`config.mk`:
```
export PLATFORM = sky130hd
export DESIGN_NAME = dance_game_ctrl
export DESIGN_NICKNAME = d
export VERILOG_FILES = /design/src/rtl/dance_pkg.sv /design/src/rtl/dance_top_finder.sv /design/src/rtl/dance_game_ctrl.sv
export SDC_FILE = /design/constraint.sdc
export NUM_CORES = 1
export LEC_CHECK = 0
export BUFFER_PORTS_ARGS = -buffer_cell sky130_fd_sc_hd__buf_4
export CORE_MARGIN = 5
export CORE_UTILIZATION = 28
export CTS_BUF_LIST = sky130_fd_sc_hd__clkbuf_4
export DETAILED_ROUTE_END_ITERATION = 6
export PLACE_DENSITY = 0.48
export SYNTH_ARGS = -nofsm -noshare
export SYNTH_HDL_FRONTEND = slang
export SYNTH_SLANG_ARGS = --single-unit
export TNS_END_PERCENT = 100
```
`constraint.sdc`:
```
create_clock -name Clock -period 8.9 [get_ports Clock]
set_clock_uncertainty 0.05 [all_clocks]
set_input_delay 0.445 -clock Clock [delete_from_list [all_inputs] [get_ports Clock]]
set_output_delay 0.445 -clock Clock [all_outputs]
set_load 0.05 [all_outputs]
```
`src/rtl/dance_pkg.sv`:
```
// Shared state encoding and constants for the dance game sequencer.
package dance_pkg;

    typedef enum logic [1:0] {
        IDLE  = 2'b00,
        PLAY  = 2'b01,
        DRAIN = 2'b10,
        DONE  = 2'b11
    } game_state_t;

    localparam logic signed [3:0] plus_one = 4'sd1;
    localparam logic signed [3:0] plus_two = 4'sd2;
    localparam logic signed [3:0] neg_two  = -4'sd2;

    localparam logic [7:0] lfsr_seed = 8'hA5;
    localparam int         top_w     = 3;

    // 8-bit Fibonacci LFSR, taps 8,6,5,4
    function automatic logic [7:0] lfsr_next(input logic [7:0] v);
        return {v[6:0], v[7] ^ v[5] ^ v[4] ^ v[3]};
    endfunction

endpackage

```
`src/rtl/dance_top_finder.sv`:
```
// Per-lane priority encoder: 0 when dark, else index of highest lit cell + 1.
module dance_top_finder
    import dance_pkg::*;
#(
    parameter int CELLS = 5
)(
    input  logic [CELLS-1:0] lit,
    output logic [top_w-1:0] pos
);

    always_comb begin
        pos = '0;
        for (int c = 0; c < CELLS; c++)
            if (lit[c])
                pos = top_w'(c + 1);
    end

endmodule

```
`src/rtl/dance_game_ctrl.sv`:
```
// Beat generator, note spawner, score accumulator and round FSM.
// Optional miss penalty enabled by defining DANCE_MISS_PENALTY_EN.
module dance_game_ctrl
    import dance_pkg::*;
#(
    parameter int NUM_LANES  = 4,
    parameter int CELLS      = 5,
    parameter int TICK_DIV   = 12500000,
    parameter int GAME_BEATS = 64,
    parameter int SCORE_W    = 8
)(
    input  logic                         Clock,
    input  logic                         Reset,
    input  logic                         Start,
    input  logic [NUM_LANES*CELLS-1:0]   lane_lit,
    input  logic [NUM_LANES*4-1:0]       lane_pt,
    output logic                         step,
    output logic [NUM_LANES-1:0]         spawn,
    output logic [NUM_LANES*top_w-1:0]   top_pos,
    output logic [SCORE_W-1:0]           score,
    output logic [7:0]                   beat_cnt,
    output logic                         game_over
);

    localparam int TW = $clog2(TICK_DIV);
    localparam int AW = SCORE_W + 4;
    localparam logic [TW-1:0] tick_last = TW'(TICK_DIV - 1);

    game_state_t state;
    logic [TW-1:0] tick;
    logic [7:0] lfsr;
    logic [7:0] beat_inc;
    logic [2:0] drain_cnt;
    logic start_q;
    logic start_rise;
    logic in_round;

    logic signed [AW-1:0] delta;
    logic signed [AW-1:0] sum_full;
    logic [SCORE_W-1:0] score_nx;

    for (genvar l = 0; l < NUM_LANES; l++) begin : g_lane
        dance_top_finder #(
            .CELLS(CELLS)
        ) u_top (
            .lit(lane_lit[l*CELLS +: CELLS]),
            .pos(top_pos[l*top_w +: top_w])
        );
    end

    assign start_rise = Start & ~start_q;
    assign in_round   = (state == PLAY) || (state == DRAIN);
    assign step       = in_round && (tick == tick_last);

    assign spawn = (state == PLAY && step && lfsr[7:6] != 2'b00)
                 ? NUM_LANES'(1) << lfsr[1:0]
                 : '0;

    assign beat_inc = (beat_cnt == 8'hFF) ? beat_cnt : beat_cnt + 8'd1;

    // Score math is done wide and signed, then clamped to [0, 2^SCORE_W-1]
    always_comb begin
        delta = '0;
        for (int l = 0; l < NUM_LANES; l++)
            delta = delta + AW'($signed(lane_pt[l*4 +: 4]));
`ifdef DANCE_MISS_PENALTY_EN
        if (step)
            for (int l = 0; l < NUM_LANES; l++)
                if (lane_lit[l*CELLS + CELLS - 1])
                    delta = delta + AW'(neg_two);
`endif
        sum_full = $signed({4'b0000, score}) + delta;
        if (sum_full < 0)
            score_nx = '0;
        else if (sum_full > $signed({4'b0000, {SCORE_W{1'b1}}}))
            score_nx = '1;
        else
            score_nx = sum_full[SCORE_W-1:0];
    end

    always_ff @(posedge Clock) begin
        if (Reset) begin
            state     <= IDLE;
            tick      <= '0;
            lfsr      <= lfsr_seed;
            start_q   <= 1'b0;
            score     <= '0;
            beat_cnt  <= '0;
            drain_cnt <= '0;
            game_over <= 1'b0;
        end else begin
            start_q <= Start;
            unique case (state)
                IDLE, DONE: begin
                    tick <= '0;
                    if (start_rise) begin
                        state     <= PLAY;
                        score     <= '0;
                        beat_cnt  <= '0;
                        drain_cnt <= '0;
                        game_over <= 1'b0;
                    end
                end
                PLAY: begin
                    score <= score_nx;
                    tick  <= step ? '0 : tick + TW'(1);
                    if (step) begin
                        lfsr     <= lfsr_next(lfsr);
                        beat_cnt <= beat_inc;
                        if (beat_inc == 8'(GAME_BEATS)) begin
                            state     <= DRAIN;
                            drain_cnt <= '0;
                        end
                    end
                end
                DRAIN: begin
                    score <= score_nx;
                    tick  <= step ? '0 : tick + TW'(1);
                    if (step) begin
                        drain_cnt <= drain_cnt + 3'd1;
                        if (drain_cnt == 3'(CELLS - 1)) begin
                            state     <= DONE;
                            game_over <= 1'b1;
                        end
                    end
                end
            endcase
        end
    end

endmodule

```
==> metrics.md <==
| Metric | Value |
|---|---|
| Synth Area in XOR/XNOR | `8.17%` |
| Post-synthesis cell type count | `56` |
| P per Cell Area | `217 nW/um^2` |
| Max-cap violations | `0` |
| Number of hold buffers added after cts | `0` |
| RSZ-0062 raised after global routing | `no` |
| Drt via density | `4.49` |
| Register area share after synthesis | `a little under a third` |
| Final instance area | `4290 sq um` |
| Initial DRC count | `118` |
| Routability cong. | `0.793` |
| Leakage | `1.73 nW` |
| Post-synthesis adder-cell area fraction | `between 10% and 20%` |
| Synth Net Count | `between 500 and 600` |
| Met2 usage | `between 10% and 20%` |
| DR DRC count | `0` |
| TritonCTS Buffers | `5` |
| Cts repair resizes | `0` |
| Routing usage on met3 | `2.21%` |
| Hold crit path type | `input pin to flop` |
| Reg power frac | `31.9%` |
| DIE AREA | `between 10000 and 15000 sq um` |
| Post-synth EDFFs | `0` |
| Post-synthesis compound-gate area fraction | `about 14%` |
| CTS tree | `built` |
| Crit path cell chain | `inv_1 > ha_1 > or3_1 > nor3_2 > nand3_2 > inv_1 > and2_1 > o21ai_0 > nor3b_1 > buf_4` |
| RR Startpoint | `state[0]` |
| Site Rows | `between 40 and 50` |
| Filler instances | `1339` |
| DP Area | `~4200 sq um` |
| Mapped Cells | `around 440` |
| Sequential cell area | `between 1000 and 1500 sq um` |
| CP max stage cell | `and2_1` |
| Setup TNS | `0 ps` |
| Setup Buffers After CTS | `0` |
| First-pass GRT wire length | `13.7 mm` |
| CP max FO | `18` |
| Layout cells sized above 1 | `between 10% and 20%` |
| Final setup fails | `0` |
| Post-synthesis mux area share | `0.919%` |
| Multi-input gate area | `about 2200 sq um` |
| Clock latency at the later pin of the worst-skew pair | `390 ps` |
| Switch share | `about 46%` |
| Startpoint Class | `flop` |
| Cell mode on critical path | `inv_1` |
| Die H | `~120 um` |
| #FFs+latches synth | `55` |
| Max IR drop VDD | `0.0751 mV` |
| Starting Density | `between 20% and 30%` |
| Pre-antenna DRT Iters | `4` |
| Post-synth top flop | `dfxtp_1` |
| Simple-gate portion of the synthesized area | `a little under a quarter` |
| Crit-path leading delay family | `simple AND/OR/NAND/NOR gates` |
| IO Pins | `73` |
| WL per Instance | `11.5 um` |
| Final net count | `just under 600` |
| Clock power share | `12.2%` |
| Slew HR | `48.3%` |
| Critical Path Max Stage Delay | `560 ps` |
| Via count | `between 3000 and 4000` |
| Die Width | `roughly 120 um` |
| Combinational share of power | `a little under three fifths` |
| FMAX | `about 240 MHz` |
| Number of global-route vias before repair | `2967` |
| Worst path arrival time | `between 3000 and 4000 ps` |
| Antenna viol nets, final | `0` |
| Hold path startpoint | `Start` |
| DPL Wire Length | `between 6 and 7 mm` |
| Worst Setup End Kind | `output port` |
| Crit path required time | `8410 ps` |
| Met1 Track Usage GR | `14.1%` |
| Slew @ Worst Pin | `roughly 780 ps` |
| Crit path from | `state[0]` |
| Final Hold Viols | `0` |
| Initial antenna violation count | `0` |
| Sink Count | `55` |
| All-Layer GR Usage | `between 10% and 20%` |
| Largest net degree at the start of global routing | `35` |
| Fin. max-slew vios | `0` |
| H-tree Lvls | `2` |
| Maximum buffer depth of the clock tree | `2` |
| Total wire length | `around 7.8 mm` |
| Port buffer count | `a little over 70` |
| Clock Tree Root | `clkbuf_4` |
| Synthesized area | `~3500 sq um` |
| Grt ovf | `0` |
| Switching power | `~0.43 mW` |
| Final worst setup slack | `4800 ps` |
| Synth warn | `0` |
| Min Clock Period, post-route | `between 4000 and 5000 ps` |
| Ant. Diodes | `0` |
| Status | `complete, no violations` |
| Final worst path period share | `a little under half` |
| Busiest layer in global routing | `met2` |
| Internal | `roughly 0.5 mW` |
| Clock transition at the registers of the reported paths | `170 ps` |
| Synth async-reset ratio | `0%` |
| Core area | `approximately 13000 sq um` |
| Most common cell after layout, fill and taps aside | `buf_4` |
| Mapped Avg Cell Area | `between 8 and 9 sq um` |
| Post-place setup slack | `between 4000 and 5000 ps` |
| Worst Path Buf+Inv | `3` |
| Synth-to-Final Area Change | `21.2%` |
| Crit Path Class | `flop to output port` |
| Combinational family with the most area after synthesis | `simple AND/OR/NAND/NOR gates` |
| Commonest cells after routing, fill and taps aside | `buf_4 (72), dfxtp_1 (55), inv_1 (53)` |
==> routing by layer <==
layer	vias up	share of wire (%)
met1	1402	46
met2	48	49
met5	-	0
met4	0	0.69
li1	1584	-
met3	6	4.5
==> path summary, 6_finish.rpt <==
kind | end | slack, ps | cells after the start
setup reg to reg | beat_cnt[0] | 5670 | 10
hold / removal | start_q | 250 | 3
hold reg to reg | lfsr[3] | 410 | 2
setup / recovery | spawn[2] | 4800 | 10
==> stage by stage <==
step,hold slack (ps),util [%],cells,power (mW)
3_3_place_gp,396,33.8,669,0.827
4_1_cts,226,34.3,677,0.948
3_5_place_dp,401,33.8,669,0.828
5_1_grt,254,34.3,677,1.02
2_1_floorplan,380,-,439,0.702
6_report,252,34.3,677,0.930
==> synthesized netlist by cell type (3+ instances only) <==
library cell	instances	area (sq um)
dfxtp_1	55	1100
inv_1	53	199
nor2_1	52	195
nand2_1	41	154
a21oi_1	35	175
ha_1	19	238
o21ai_0	19	95.1
xnor2_1	19	166
fa_1	16	320
xor2_1	14	123
nand3_1	13	65.1
nor3_1	12	60.1
clkbuf_1	11	41.3
nand4_1	7	43.8
or3_1	6	37.5
o21bai_1	5	37.5
or2_2	5	31.3
and3_1	4	25.0
a31oi_1	3	18.8
nand3b_1	3	22.5
==> area by class of cell <==
| class | count | area share, % |
|---|---|---|
| Clock buffer | 5 | 0.875 |
| Clock inverter | 3 | 0.467 |
| Inverter | 53 | 4.64 |
| Multi-Input combinational cell | 317 | 50.7 |
| Sequential cell | 55 | 25.7 |
| Tap cell | 172 | 5.02 |
| Timing Repair Buffer | 72 | 12.6 |
==> state kept, by name, indices dropped and copies added (netlist names) <==
name       flops
state          2
start_q        1
drain_cnt      3
lfsr           8
tick          24
beat_cnt       8
game_over      1
score          8
==> power groups by stage <==
stage	Sequential, mW	Clock, mW	Combinational, mW
finish	0.297	0.113	0.520
global route	0.303	0.128	0.591
CTS	0.299	0.121	0.528
detailed placement	0.304	0	0.524
global placement	0.304	0	0.523
floorplan	0.354	0	0.348
==> logic make-up after synthesis <==
| logic type | Yosys count |
|---|---|
| AOI/OAI and AO/OA | 81 |
| xor gates and xnor gates | 33 |
| adders and majority gates | 35 |
| buffers and inverters | 67 |
| DFF | 55 |
| muxes | 3 |
| and+or+nand+nor | 165 |
==> tightest hold or removal path, stage by stage <==
cell,delay (ps)
buf_4,80
inv_1,50
nor2_1,90
Note: power is estimated with default switching activity, not from simulation.
